`config.mk`:
```
export PLATFORM = sky130hd
export DESIGN_NAME = code_entry_ctrl
export DESIGN_NICKNAME = d
export VERILOG_FILES = /design/src/rtl/lock_pkg.sv /design/src/rtl/code_entry_ctrl_digit_buffer.sv /design/src/rtl/code_entry_ctrl.sv
export SDC_FILE = /design/constraint.sdc
export NUM_CORES = 1
export LEC_CHECK = 0
export CAP_MARGIN = 20
export CORE_UTILIZATION = 33
export CTS_CLUSTER_DIAMETER = 150
export CTS_CLUSTER_SIZE = 20
export DETAILED_ROUTE_END_ITERATION = 7
export GPL_TIMING_DRIVEN = 0
export SKIP_CTS_REPAIR_TIMING = 1
export SYNTH_ARGS = -nofsm -noshare
export SYNTH_HDL_FRONTEND = slang
export SYNTH_SLANG_ARGS = --single-unit
```
`constraint.sdc`:
```
create_clock -name clk -period 6.05 [get_ports clk]
set_input_delay 0.605 -clock clk [delete_from_list [all_inputs] [get_ports clk]]
set_output_delay 0.605 -clock clk [all_outputs]
set_load 0.005 [all_outputs]
```
`src/rtl/lock_pkg.sv`:
```
// Shared key codes, dialogue states and sizing for the keypad front end of the six-digit lock.
package lock_pkg;

    localparam int NUM_DIGITS = 6;
    localparam int DIGIT_W    = 4;
    localparam int CODE_W     = NUM_DIGITS * DIGIT_W;
    localparam int CNT_W      = 3;

    localparam logic [CNT_W-1:0] MAX_COUNT = CNT_W'(NUM_DIGITS);

    localparam logic [DIGIT_W-1:0] KEY_MAX_DIGIT = 4'h9;
    localparam logic [DIGIT_W-1:0] KEY_CLEAR     = 4'hA;
    localparam logic [DIGIT_W-1:0] KEY_BKSP      = 4'hB;
    localparam logic [DIGIT_W-1:0] KEY_ENTER     = 4'hC;
    localparam logic [DIGIT_W-1:0] KEY_CHANGE    = 4'hD;

    localparam logic [1:0] MODE_IDLE    = 2'b00;
    localparam logic [1:0] MODE_NEW     = 2'b01;
    localparam logic [1:0] MODE_CONFIRM = 2'b10;

    typedef enum logic [1:0] {
        ST_IDLE = MODE_IDLE,
        ST_NEW1 = MODE_NEW,
        ST_NEW2 = MODE_CONFIRM
    } state_t;

endpackage

```
`src/rtl/code_entry_ctrl_digit_buffer.sv`:
```
// Six-slot digit buffer: push appends at the current count, pop zeroes the last digit.
// clr wins over pop; clr together with push restarts the buffer holding just the new digit.
module digit_buffer
    import lock_pkg::*;
(
    input  logic               clk,
    input  logic               rst,
    input  logic               push,
    input  logic [DIGIT_W-1:0] push_digit,
    input  logic               pop,
    input  logic               clr,
    output logic [CODE_W-1:0]  digits,
    output logic [CNT_W-1:0]   count,
    output logic               full
);

    logic [DIGIT_W-1:0] dig_q [NUM_DIGITS];
    logic [DIGIT_W-1:0] dig_d [NUM_DIGITS];
    logic [CNT_W-1:0]   count_q, count_d;

    assign full  = (count_q == MAX_COUNT);
    assign count = count_q;

    always_comb begin
        dig_d   = dig_q;
        count_d = count_q;
        if (clr) begin
            for (int i = 0; i < NUM_DIGITS; i++) dig_d[i] = '0;
            count_d = '0;
            if (push) begin
                dig_d[0] = push_digit;
                count_d  = CNT_W'(1);
            end
        end else if (push && !full) begin
            dig_d[count_q] = push_digit;
            count_d        = count_q + CNT_W'(1);
        end else if (pop && count_q != '0) begin
            dig_d[count_q - CNT_W'(1)] = '0;
            count_d                    = count_q - CNT_W'(1);
        end
    end

    // Slot 0 is the first digit typed and lands in the most significant nibble.
    always_comb begin
        digits = '0;
        for (int i = 0; i < NUM_DIGITS; i++)
            digits[(NUM_DIGITS-1-i)*DIGIT_W +: DIGIT_W] = dig_q[i];
    end

    always_ff @(posedge clk) begin
        if (rst) begin
            for (int i = 0; i < NUM_DIGITS; i++) dig_q[i] <= '0;
            count_q <= '0;
        end else begin
            dig_q   <= dig_d;
            count_q <= count_d;
        end
    end

endmodule

```
`src/rtl/code_entry_ctrl.sv`:
```
// Keypad entry controller: collects digits, issues compare requests and runs the change-code dialogue.
// All outputs registered; a key sampled at one edge shows its effect after the next edge.
module code_entry_ctrl
    import lock_pkg::*;
#(
    parameter int TIMEOUT_CYCLES = 50_000_000
) (
    input  logic               clk,
    input  logic               rst,
    input  logic               key_valid,
    input  logic [DIGIT_W-1:0] key_code,
    input  logic               unlocked,
    output logic [CODE_W-1:0]  entry_digits,
    output logic [CNT_W-1:0]   entry_count,
    output logic               cmp_req,
    output logic               pw_we,
    output logic [CODE_W-1:0]  pw_data,
    output logic               err,
    output logic [1:0]         mode
);

    localparam int TW = $clog2(TIMEOUT_CYCLES + 1);
    localparam logic [TW-1:0] TIMER_LAST = TW'(TIMEOUT_CYCLES - 1);

    state_t             state_q, state_d;
    logic [CODE_W-1:0]  temp_q, temp_d;
    logic [TW-1:0]      timer_q, timer_d;
    logic               pend_clr_q, pend_clr_d;
    logic               cmp_q, cmp_d;
    logic               we_q, we_d;
    logic [CODE_W-1:0]  pwd_q, pwd_d;
    logic               err_q, err_d;

    logic               buf_push, buf_pop, buf_clr, buf_full;
    logic [CODE_W-1:0]  buf_digits;
    logic [CNT_W-1:0]   buf_count;
    logic               eff_full, eff_empty, active;

    digit_buffer u_buf (
        .clk        (clk),
        .rst        (rst),
        .push       (buf_push),
        .push_digit (key_code),
        .pop        (buf_pop),
        .clr        (buf_clr),
        .digits     (buf_digits),
        .count      (buf_count),
        .full       (buf_full)
    );

    // The buffer stays visible during the cmp_req cycle; a key landing then sees it already emptied.
    assign eff_full  = buf_full && !pend_clr_q;
    assign eff_empty = (buf_count == '0) || pend_clr_q;
    assign active    = (state_q != ST_IDLE) || (buf_count != '0);

    always_comb begin
        state_d    = state_q;
        temp_d     = temp_q;
        timer_d    = timer_q;
        pend_clr_d = 1'b0;
        cmp_d      = 1'b0;
        we_d       = 1'b0;
        pwd_d      = '0;
        err_d      = 1'b0;
        buf_push   = 1'b0;
        buf_pop    = 1'b0;
        buf_clr    = pend_clr_q;

        if (key_valid) begin
            timer_d = '0;
            if (key_code <= KEY_MAX_DIGIT) begin
                buf_push = !eff_full;
            end else begin
                case (key_code)
                    KEY_CLEAR: buf_clr = 1'b1;
                    KEY_BKSP:  buf_pop = !eff_empty;
                    KEY_ENTER: begin
                        buf_clr = 1'b1;
                        if (!eff_full) begin
                            err_d   = 1'b1;
                            state_d = ST_IDLE;
                            temp_d  = '0;
                        end else begin
                            case (state_q)
                                ST_IDLE: begin
                                    buf_clr    = 1'b0;
                                    cmp_d      = 1'b1;
                                    pend_clr_d = 1'b1;
                                end
                                ST_NEW1: begin
                                    temp_d  = buf_digits;
                                    state_d = ST_NEW2;
                                end
                                default: begin
                                    if (buf_digits == temp_q) begin
                                        we_d  = 1'b1;
                                        pwd_d = buf_digits;
                                    end else begin
                                        err_d = 1'b1;
                                    end
                                    temp_d  = '0;
                                    state_d = ST_IDLE;
                                end
                            endcase
                        end
                    end
                    KEY_CHANGE: begin
                        if (state_q == ST_IDLE) begin
                            if (unlocked) begin
                                buf_clr = 1'b1;
                                state_d = ST_NEW1;
                            end
                        end else begin
                            buf_clr = 1'b1;
                            temp_d  = '0;
                            state_d = ST_IDLE;
                        end
                    end
                    default: ;
                endcase
            end
        end else if (active) begin
            if (timer_q == TIMER_LAST) begin
                err_d   = 1'b1;
                buf_clr = 1'b1;
                temp_d  = '0;
                state_d = ST_IDLE;
                timer_d = '0;
            end else begin
                timer_d = timer_q + TW'(1);
            end
        end else begin
            timer_d = '0;
        end
    end

    always_ff @(posedge clk) begin
        if (rst) begin
            state_q    <= ST_IDLE;
            temp_q     <= '0;
            timer_q    <= '0;
            pend_clr_q <= 1'b0;
            cmp_q      <= 1'b0;
            we_q       <= 1'b0;
            pwd_q      <= '0;
            err_q      <= 1'b0;
        end else begin
            state_q    <= state_d;
            temp_q     <= temp_d;
            timer_q    <= timer_d;
            pend_clr_q <= pend_clr_d;
            cmp_q      <= cmp_d;
            we_q       <= we_d;
            pwd_q      <= pwd_d;
            err_q      <= err_d;
        end
    end

    assign entry_digits = buf_digits;
    assign entry_count  = buf_count;
    assign cmp_req      = cmp_q;
    assign pw_we        = we_q;
    assign pw_data      = pwd_q;
    assign err          = err_q;
    assign mode         = state_q;

endmodule

```
**Word-level counts from Yosys, hierarchy flattened**

Cells that the tools add are included.

- Memory bits (writable): 0
- ROM bits: 0
- Input bits: 8
- Logic and storage cells: 125
- Memories: 0
- Bits in latches: 0
- Register bits: 106

- Div/mod/pow operators: 0
- Bitwise operators: 9
- Equal/unequal tests: 13
- Reductions and logical operators: 27
- $mul: 0
- Muxes and demuxes: 54
- Shift operators: 0
- Add/sub/neg operators: 3
- Order comparisons: 5

Operators by type and width:

| operator | count |
|---|---|
| two-way mux 24 bit | 9 |
| case mux 24 bit (2 select lines) | 2 |
| adder 26 x 1 -> 26 bit (second input constant) | 1 |
| equality test 26 bit (second input constant) | 1 |
| AND 24 bit | 1 |
| bitwise mux 24 bit | 1 |
| demux 4 bit (select 3 bit) | 2 |
| equality test 24 bit | 1 |
| two-way mux 1 bit | 24 |
| NOT 24 bit | 1 |
| equality test 4 bit (second input constant) | 4 |
| two-way mux 2 bit | 7 |
| two-way mux 4 bit | 3 |
| AND reduction 6 bit | 2 |
| two-way mux 3 bit | 3 |
| >= comparator 4 bit (second input constant) | 2 |
| < comparator 4 x 1 -> 1 bit (second input constant) | 2 |
| != test 4 bit (second input constant) | 2 |
| NOT 3 -> 4 bit | 2 |
| case mux 2 bit (2 select lines) | 2 |
| nonzero test 2 bit | 4 |
| OR reduction 8 bit | 1 |
| OR reduction 7 bit | 1 |
| nonzero test 3 bit | 2 |
| 18 further kinds | 31 |

**Depth between registers and ports, before layout**

Gate-level depths: netlist of run 1.

- Word-level depth: 11
- Depth in mapped cells: 10

**Modules after synthesis**

A second synthesis of run 1 with hierarchy kept.

- Cells, all modules: 547
- Area total of the unflattened synthesis: 5048.6 µm²

By module, submodules not included:

| module | times used | cells each | seq. area each (µm²) | area an instance (µm²) |
|---|---|---|---|---|
| code_entry_ctrl | 1 | 366 | 1581.5 | 3550.9 |
| digit_buffer | 1 | 181 | 540.5 | 1497.7 |

**Least setup slack after synthesis of run 1**

No wires, ideal clock.

- Path kind: reg-to-reg
- Start point: register u_buf.count_q[0] (netlist: u_buf.count[0])
- End point: register u_buf.dig_q, in the netlist u_buf.digits[12]
- Setup slack: 3502 ps
- Data arrival time: 2425 ps
- Required time: 5927 ps
- Cell stages (with the launch flop): 10
- Library setup time: 123 ps
- Path buffers: 2
- Path through: dfxtp_1 > clkbuf_1 > inv_1 > ha_1 > nor2b_1 > or4_1 > clkbuf_1 > or4_1 > nand3_1 > a21oi_1

- Cells in the longest elaborated chain, start to end: 10
- Elaborated cells between the ends (all ways): 41

Ends and longest elaborated chain:

| item | RTL line | RTL |
|---|---|---|
| start: declaration | code_entry_ctrl_digit_buffer.sv:19 | `logic [CNT_W-1:0] count_q, count_d;` |
| start signal: assignment | code_entry_ctrl_digit_buffer.sv:56 | `count_q <= count_d;` |
| subtractor 3 x 1 -> 3 bit | code_entry_ctrl_digit_buffer.sv:38 | `dig_d[count_q - CNT_W'(1)] = '0;` |
| NOT 3 -> 4 bit (not written as such) | code_entry_ctrl_digit_buffer.sv:38 |  |
| >= comparator 4 bit (not written as such) / < comparator 4 x 1 -> 1 bit (equally long branches) | code_entry_ctrl_digit_buffer.sv:38 |  |
| logical AND 1 bit (not written as such) | code_entry_ctrl_digit_buffer.sv:38 |  |
| two-way mux 4 bit (not written as such) | code_entry_ctrl_digit_buffer.sv:38 |  |
| demux 4 bit (select 3 bit) | code_entry_ctrl_digit_buffer.sv:38 |  |
| NOT 24 bit (no line) | n/a |  |
| AND 24 bit (no line) | n/a |  |
| two-way mux 24 bit | code_entry_ctrl_digit_buffer.sv:37 | `end else if (pop && count_q != '0) begin` |
| two-way mux 24 bit | code_entry_ctrl_digit_buffer.sv:34 | `end else if (push && !full) begin` |
| end signal: assignment | code_entry_ctrl_digit_buffer.sv:55 | `dig_q <= dig_d;` |
| end: declaration | code_entry_ctrl_digit_buffer.sv:17 | `logic [DIGIT_W-1:0] dig_q [NUM_DIGITS];` |

Parallel ways exist; a longest one is shown, timed or not. The select of a mux whose other input is x is not followed.
A chain may end at the register's enable or synchronous reset.

**Final worst setup path of run 1**

- Start point: input key_code[2]
- End point: register pwd_q[14] (netlist: pw_data[14])

- Cells in the longest elaborated chain, start to end: 3
- Elaborated cells between the ends (all ways): 4

Ends and longest elaborated chain:

| item | RTL line | RTL |
|---|---|---|
| start: declaration | code_entry_ctrl.sv:11 | `input logic [DIGIT_W-1:0] key_code,` |
| branches (longest 2 deep; another with <= comparator 4 bit) | n/a |  |
| OR reduction 8 bit (no line) (*) | n/a |  |
| end signal: assignment | code_entry_ctrl.sv:154 | `pwd_q <= pwd_d;` |
| end: declaration | code_entry_ctrl.sv:31 | `logic [CODE_W-1:0] pwd_q, pwd_d;` |

Every way passes the cells marked *.

==> flow_summary.json, run 1 <==
{
  "slowest_stage": "nor3_1",
  "nFillCells": 1374,
  "clock_sinks": 106,
  "p_per_area_nw_per_um2": 240,
  "cts_buffers": 9,
  "clk-insertion-delay-late_ps": 350,
  "htreeDepth": 3,
  "drive_gt1_frac": 0.0614,
  "ys_seq_elements": 106,
  "fin_crit_sh": 0.513,
  "p_leak_nw": 2.28,
  "vias": 3936,
  "fin_ws_ps": 2950,
  "path_max_fanout": 10,
  "syn-num-nets": 536,
  "crit_end": "pw_data[14]$_SDFF_PP0_",
  "crit_path_frequent_cell": "clkbuf_1",
  "status": "completed",
  "io_buffers": 63,
  "initial_core_util": 0.339,
  "relSlewSlack": 0.266,
  "switching_share": 0.243,
  "setup_viol": 0,
  "area.growth.synth_to_final_pct": 24.7,
  "cts_tree": "built",
  "syn_area_um2": 4710,
  "drc": 0,
  "intPower_mw": 1.07,
  "grt_pass1_vias": 3731,
  "dp_slack_ps": 2590,
  "rr_worst_depth": 9,
  "yosys-top-cells-count": "dfxtp_1 (106), nand2_1 (78), nor2_1 (44)",
  "cp.arrival_ps": 3390,
  "cts-root-buf": "clkbuf_16",
  "dp_hpwl_mm": 8.52,
  "drt_iter0_drc": 374,
  "netlist_instances": 523,
  "synthArstFlopShare": 0,
  "ys_types": 55,
  "ys_seq_area_frac": 0.450,
  "num_io_pins": 64,
  "final_nets": 611,
  "die_h_um": 121,
  "track_usage": 0.164,
  "drv_slew": 0,
  "period_needed_ps": 3100,
  "ys_top_cells_by_area": "dfxtp_1 (45%), nand2_1 (6.2%), mux2i_1 (6.2%), xor2_1 (5.8%), and2_1 (3.6%)",
  "vias_per_cell": 5.03,
  "drv_cap": 0,
  "worst_slew_pin_slew_ps": 1090,
  "fin_skew_ps": 12.3,
  "grt_remaining_overflow": 0,
  "clockBufferDepth": 2,
  "wl_per_cell_um": 14.8,
  "ys_warn_count": 0,
  "clk_pin_slew_ps": 70,
  "power_frac_seq": 0.504,
  "hold_ws_ps": 450,
  "crit_chain": "clkdlybuf4s50_1 -> clkbuf_1 -> and4bb_2 -> nand4_1 -> nor3_1 -> clkbuf_1 -> and2_1",
  "critPathLaunchType": "input pin",
  "hold_viol": 0,
  "synth_most_common_cell": "dfxtp_1",
  "synth_top_area_frac": 0.450,
  "die_w_um": 121,
  "avgSynthCellArea_um2": 9.01,
  "critPathLaunch": "key_code[2]",
  "synth_edf_count": 0,
  "max_stage_delay_ps": 850,
  "fmax_mhz": 322,
  "critPathRequiredTime_ps": 6340,
  "p_comb_frac": 0.071,
  "totalWireLength_mm": 11.6,
  "die_area_um2": 14800,
  "power_frac_clock": 0.425,
  "num_rows": 43,
  "timing.rr.start": "u_buf.count[0]$_SDFFE_PP0P_",
  "gp_congestion": 0.869,
  "yosysTopAreaCell": "dfxtp_1",
  "grt_max_degree": 19,
  "drtPass1Iterations": 5,
  "cp-end-kind": "register",
  "diodes": 0,
  "synth-main-ff-cell": "dfxtp_1",
  "setup_tns_ps": 0,
  "regToRegEndpoint": "u_buf.digits[14]$_SDFFE_PP0P_",
  "ant_nets": 0,
  "core_um2": 13900,
  "worstSetupPathType": "in -> reg",
  "grt_pass1_wl_mm": 18.8,
  "p_sw_mw": 0.343,
  "antenna_found_initial": 0,
  "hp-class": "reg -> reg",
  "rrSetupSlack_ps": 3080,
  "rsz0062_at_grt": "false",
  "peakVddDrop_mv": 0.182
}
==> through the flow <==
| stage | instances | instance area (um2) | util | power (mW) |
|---|---|---|---|---|
| 2_1_floorplan | 523 | 4710 | - | 0.785 |
| 3_3_place_gp | 766 | 5570 | 0.401 | 0.824 |
| 3_5_place_dp | 766 | 5570 | 0.401 | 0.826 |
| 4_1_cts | 782 | 5870 | 0.423 | 1.42 |
| 5_1_grt | 783 | 5880 | 0.423 | 1.46 |
| 6_report | 783 | 5880 | 0.423 | 1.41 |
==> routing by layer <==
| layer | wire (um) | global-route usage | vias to the layer above |
|---|---|---|---|
| met1 | 5610 | 0.220 | 1874 |
| met4 | 216 | 0.0540 | 0 |
| met2 | 5290 | 0.266 | 99 |
| met3 | 504 | 0.0258 | 15 |
| met5 | 0 | 0 | - |
| li1 | - | - | 1948 |
==> worst min-delay path by stage <==
stage                                startpoint                     to  slack, ps  cells past startpoint
after floorplan           timer_q[0]$_SDFF_PP0_  timer_q[0]$_SDFF_PP0_        420                      1
after global placement    timer_q[0]$_SDFF_PP0_  timer_q[0]$_SDFF_PP0_        430                      1
after detailed placement  timer_q[0]$_SDFF_PP0_  timer_q[0]$_SDFF_PP0_        440                      1
after CTS                 timer_q[0]$_SDFF_PP0_  timer_q[0]$_SDFF_PP0_        460                      1
after global routing      timer_q[0]$_SDFF_PP0_  timer_q[0]$_SDFF_PP0_        490                      1
final                     timer_q[0]$_SDFF_PP0_  timer_q[0]$_SDFF_PP0_        450                      1
==> layout make-up <==
class                      count  area (um2)  share of cell area
multi-input combinational    381        2410               0.409
sequential                   106        2120               0.361
timing repair buffer          64         636               0.108
clock buffer                  10         229              0.0390
tap                          180         225              0.0383
buffer                        26         146              0.0249
clock inverter                 6        73.8              0.0126
inverter                      10        37.5             0.00639
==> critical path: cells and delay by family <==
family / cells / cell delay [ps]
simple gates: 4 / 1530
buf+inv: 3 / 1260
==> sequential cells by signal, summed over array words and instances, names as in the netlist <==
register,count
cmp_req,1
u_buf.count,3
temp_q,24
pw_data,24
pw_we,1
timer_q,26
err,1
mode,2
u_buf.digits,24
==> cell usage in the layout, fill, tap and decap left out, types with 2 or more instances in the layout <==
cell type / Yosys / layout
inv_8: 0 / 2
o21ai_0: 14 / 14
or4_4: 2 / 2
or3_1: 5 / 5
mux2i_1: 29 / 29
a22o_1: 4 / 4
nor2b_1: 5 / 5
o21ai_1: 2 / 2
and4_1: 4 / 4
buf_2: 7 / 7
nor3b_1: 2 / 2
a31oi_1: 3 / 3
o21a_1: 7 / 7
a21oi_1: 21 / 21
ha_1: 5 / 5
buf_12: 2 / 2
nand3b_1: 3 / 3
a22oi_1: 6 / 6
nand2b_1: 2 / 2
inv_1: 9 / 9
nor3_1: 8 / 8
nand4_1: 8 / 8
xor2_1: 31 / 31
and2_1: 27 / 27
nor4_1: 13 / 13
dfxtp_1: 106 / 106
or4_1: 5 / 5
nand2_1: 78 / 78
clkbuf_1: 15 / 16
nor2_1: 44 / 44
xnor2_1: 17 / 17
clkbuf_16: 0 / 9
clkdlybuf4s50_1: 0 / 63
o22ai_1: 2 / 2
nand3_1: 13 / 13
and3_1: 2 / 2
==> cells by family after synthesis <==
group	Yosys count	synth area share
xor+xnor	48	0.0892
simple gates	228	0.249
fa+ha+maj	5	0.0133
mux	31	0.0664
buf+inv	36	0.0390
flops	106	0.450
compound gates	69	0.0932
==> power groups by stage <==
stage	Clock (mW)	Combinational, mW	Sequential (mW)
2_1_floorplan	0	0.0606	0.725
3_3_place_gp	0	0.0973	0.727
3_5_place_dp	0	0.0986	0.727
4_1_cts	0.613	0.0990	0.710
5_1_grt	0.636	0.110	0.711
6_report	0.600	0.100	0.711
(Power assumes the default switching activity.)
==> inputs of run 2 (changes only) <==
clock period = 2.5 ns   (was 6.05 ns; I/O delays follow)
==> run 2 against run 1 <==
  * Combinational power grew to 2.6 times the previous value
  * Setup slack lost 2800 ps
  * Die area is the same
  * Total power grew 140%
  * Worst hold slack gained 5.4 ps
  * Highest routed layer unchanged
  * Register-to-register slack lost 3000 ps
  * Clock-buffer cell count shrank 1
==> flow_summary.json, run 2 (synthesized netlist as in run 1, its figures left out) <==
{
  "cp.arrival_ps": 2610,
  "worstSetupPathType": "reg -> reg",
  "num_rows": 43,
  "placed_area_um2": 5570,
  "initial_core_util": 0.339,
  "drt_iter0_drc": 297,
  "cts_tree": "built",
  "worst_slew_pin_slew_ps": 630,
  "io_buffers": 63,
  "vias_per_cell": 5.04,
  "finalNonFillerCells": 783,
  "grt_remaining_overflow": 0,
  "crit_chain": "buf_6 -> clkinvlp_4 -> ha_1 -> nor2b_1 -> or4_4 -> or4_4 -> nand3_1 -> a21oi_1",
  "gp_congestion": 0.824,
  "clk-insertion-delay-late_ps": 350,
  "die_w_um": 121,
  "die_h_um": 121,
  "relSlewSlack": 0.580,
  "hold_viol": 0,
  "fin_crit_sh": 0.952,
  "peakVddDrop_mv": 0.334,
  "cts-root-buf": "clkbuf_16",
  "diodes": 0,
  "drive_gt1_frac": 0.0796,
  "grt_pass1_vias": 3866,
  "fmax_mhz": 420,
  "htreeDepth": 3,
  "cts_buffers": 9,
  "crit_path_frequent_cell": "or4_4",
  "clockBufferDepth": 2,
  "num_io_pins": 64,
  "path_max_fanout": 9,
  "dp_cells": 766,
  "design_area_um2": 5920,
  "critPathLaunchType": "register",
  "totalWireLength_mm": 11.7,
  "clock_sinks": 106,
  "final_nets": 612,
  "area.growth.synth_to_final_pct": 25.7,
  "critPathRequiredTime_ps": 2730,
  "clk_pin_slew_ps": 70,
  "cp-end-kind": "register",
  "p_per_area_nw_per_um2": 563,
  "ant_nets": 0,
  "status": "completed",
  "fin_skew_ps": 10.1,
  "mostFrequentLayoutCells": "dfxtp_1 (106), nand2_1 (78), clkdlybuf4s50_1 (63)",
  "dp_hpwl_mm": 8.59,
  "wl_per_cell_um": 15.0,
  "drc": 0,
  "largest_register_ffs": 26,
  "drtPass1Iterations": 5,
  "setup_viol": 0,
  "final_common_cell": "dfxtp_1",
  "p_leak_nw": 2.28,
  "vias": 3947,
  "period_needed_ps": 2380,
  "core_um2": 13900,
  "drv_slew": 0,
  "grt_pass1_wl_mm": 19.5,
  "cpLargestDelayFamily": "simple AND/OR/NAND/NOR gates",
  "grt_max_degree": 19,
  "track_usage": 0.169,
  "max_stage_delay_ps": 540,
  "hp-class": "reg -> reg",
  "antenna_found_initial": 0,
  "slowest_stage": "or4_4",
  "drv_cap": 0,
  "path_buf_inv": 2,
  "die_area_um2": 14800,
  "top_register": "timer_q"
}
## run 2: layer usage
metal	GRT usage	vias to the layer above	wire length [um]
met3	0.0310	17	536
met5	0	-	0
met1	0.220	1888	5500
met4	0.0702	0	240
li1	-	1949	-
met2	0.272	93	5430
## run 2: path summary, 6_finish.rpt
| check | startpoint | to | slack (ps) | depth (start not counted) |
|---|---|---|---|---|
| max reg2reg | u_buf.count[0]$_SDFFE_PP0P_ | u_buf.digits[13]$_SDFFE_PP0P_ | 120 | 8 |
| min reg2reg | timer_q[0]$_SDFF_PP0_ | timer_q[0]$_SDFF_PP0_ | 460 | 1 |
| min | timer_q[0]$_SDFF_PP0_ | timer_q[0]$_SDFF_PP0_ | 460 | 1 |
| max | u_buf.count[0]$_SDFFE_PP0P_ | u_buf.digits[13]$_SDFFE_PP0P_ | 120 | 8 |
## run 2: power breakdown
group / switching, mW / internal, mW / total, mW / leakage (nW)
Combinational: 0.160 / 0.103 / 0.263 / 1.30
Clock: 0.665 / 0.685 / 1.35 / 0.134
Sequential: 0.0193 / 1.70 / 1.72 / 0.855
## run 2: stage by stage
stage | power, mW | hold slack [ps] | worst slack [ps] | util | setup TNS, ps
detailed placement | 2.00 | 450 | -628 | 0.401 | -27730
floorplan | 1.90 | 320 | 53.3 | - | 0
finish | 3.33 | 455 | 119 | 0.427 | 0
global placement | 1.99 | 430 | -568 | 0.401 | -24910
CTS | 3.33 | 467 | -293 | 0.421 | -11150
global route | 3.46 | 492 | -3.46 | 0.427 | -3.46
## run 2: layout make-up
cell class                 instances  area, um2
sequential                       106       2120
fill                            1339       7960
inverter                          10       41.3
tap                              180        225
timing repair buffer              66        653
multi-input combinational        381       2450
buffer                            25        151
clock buffer                       9        225
clock inverter                     6       50.0
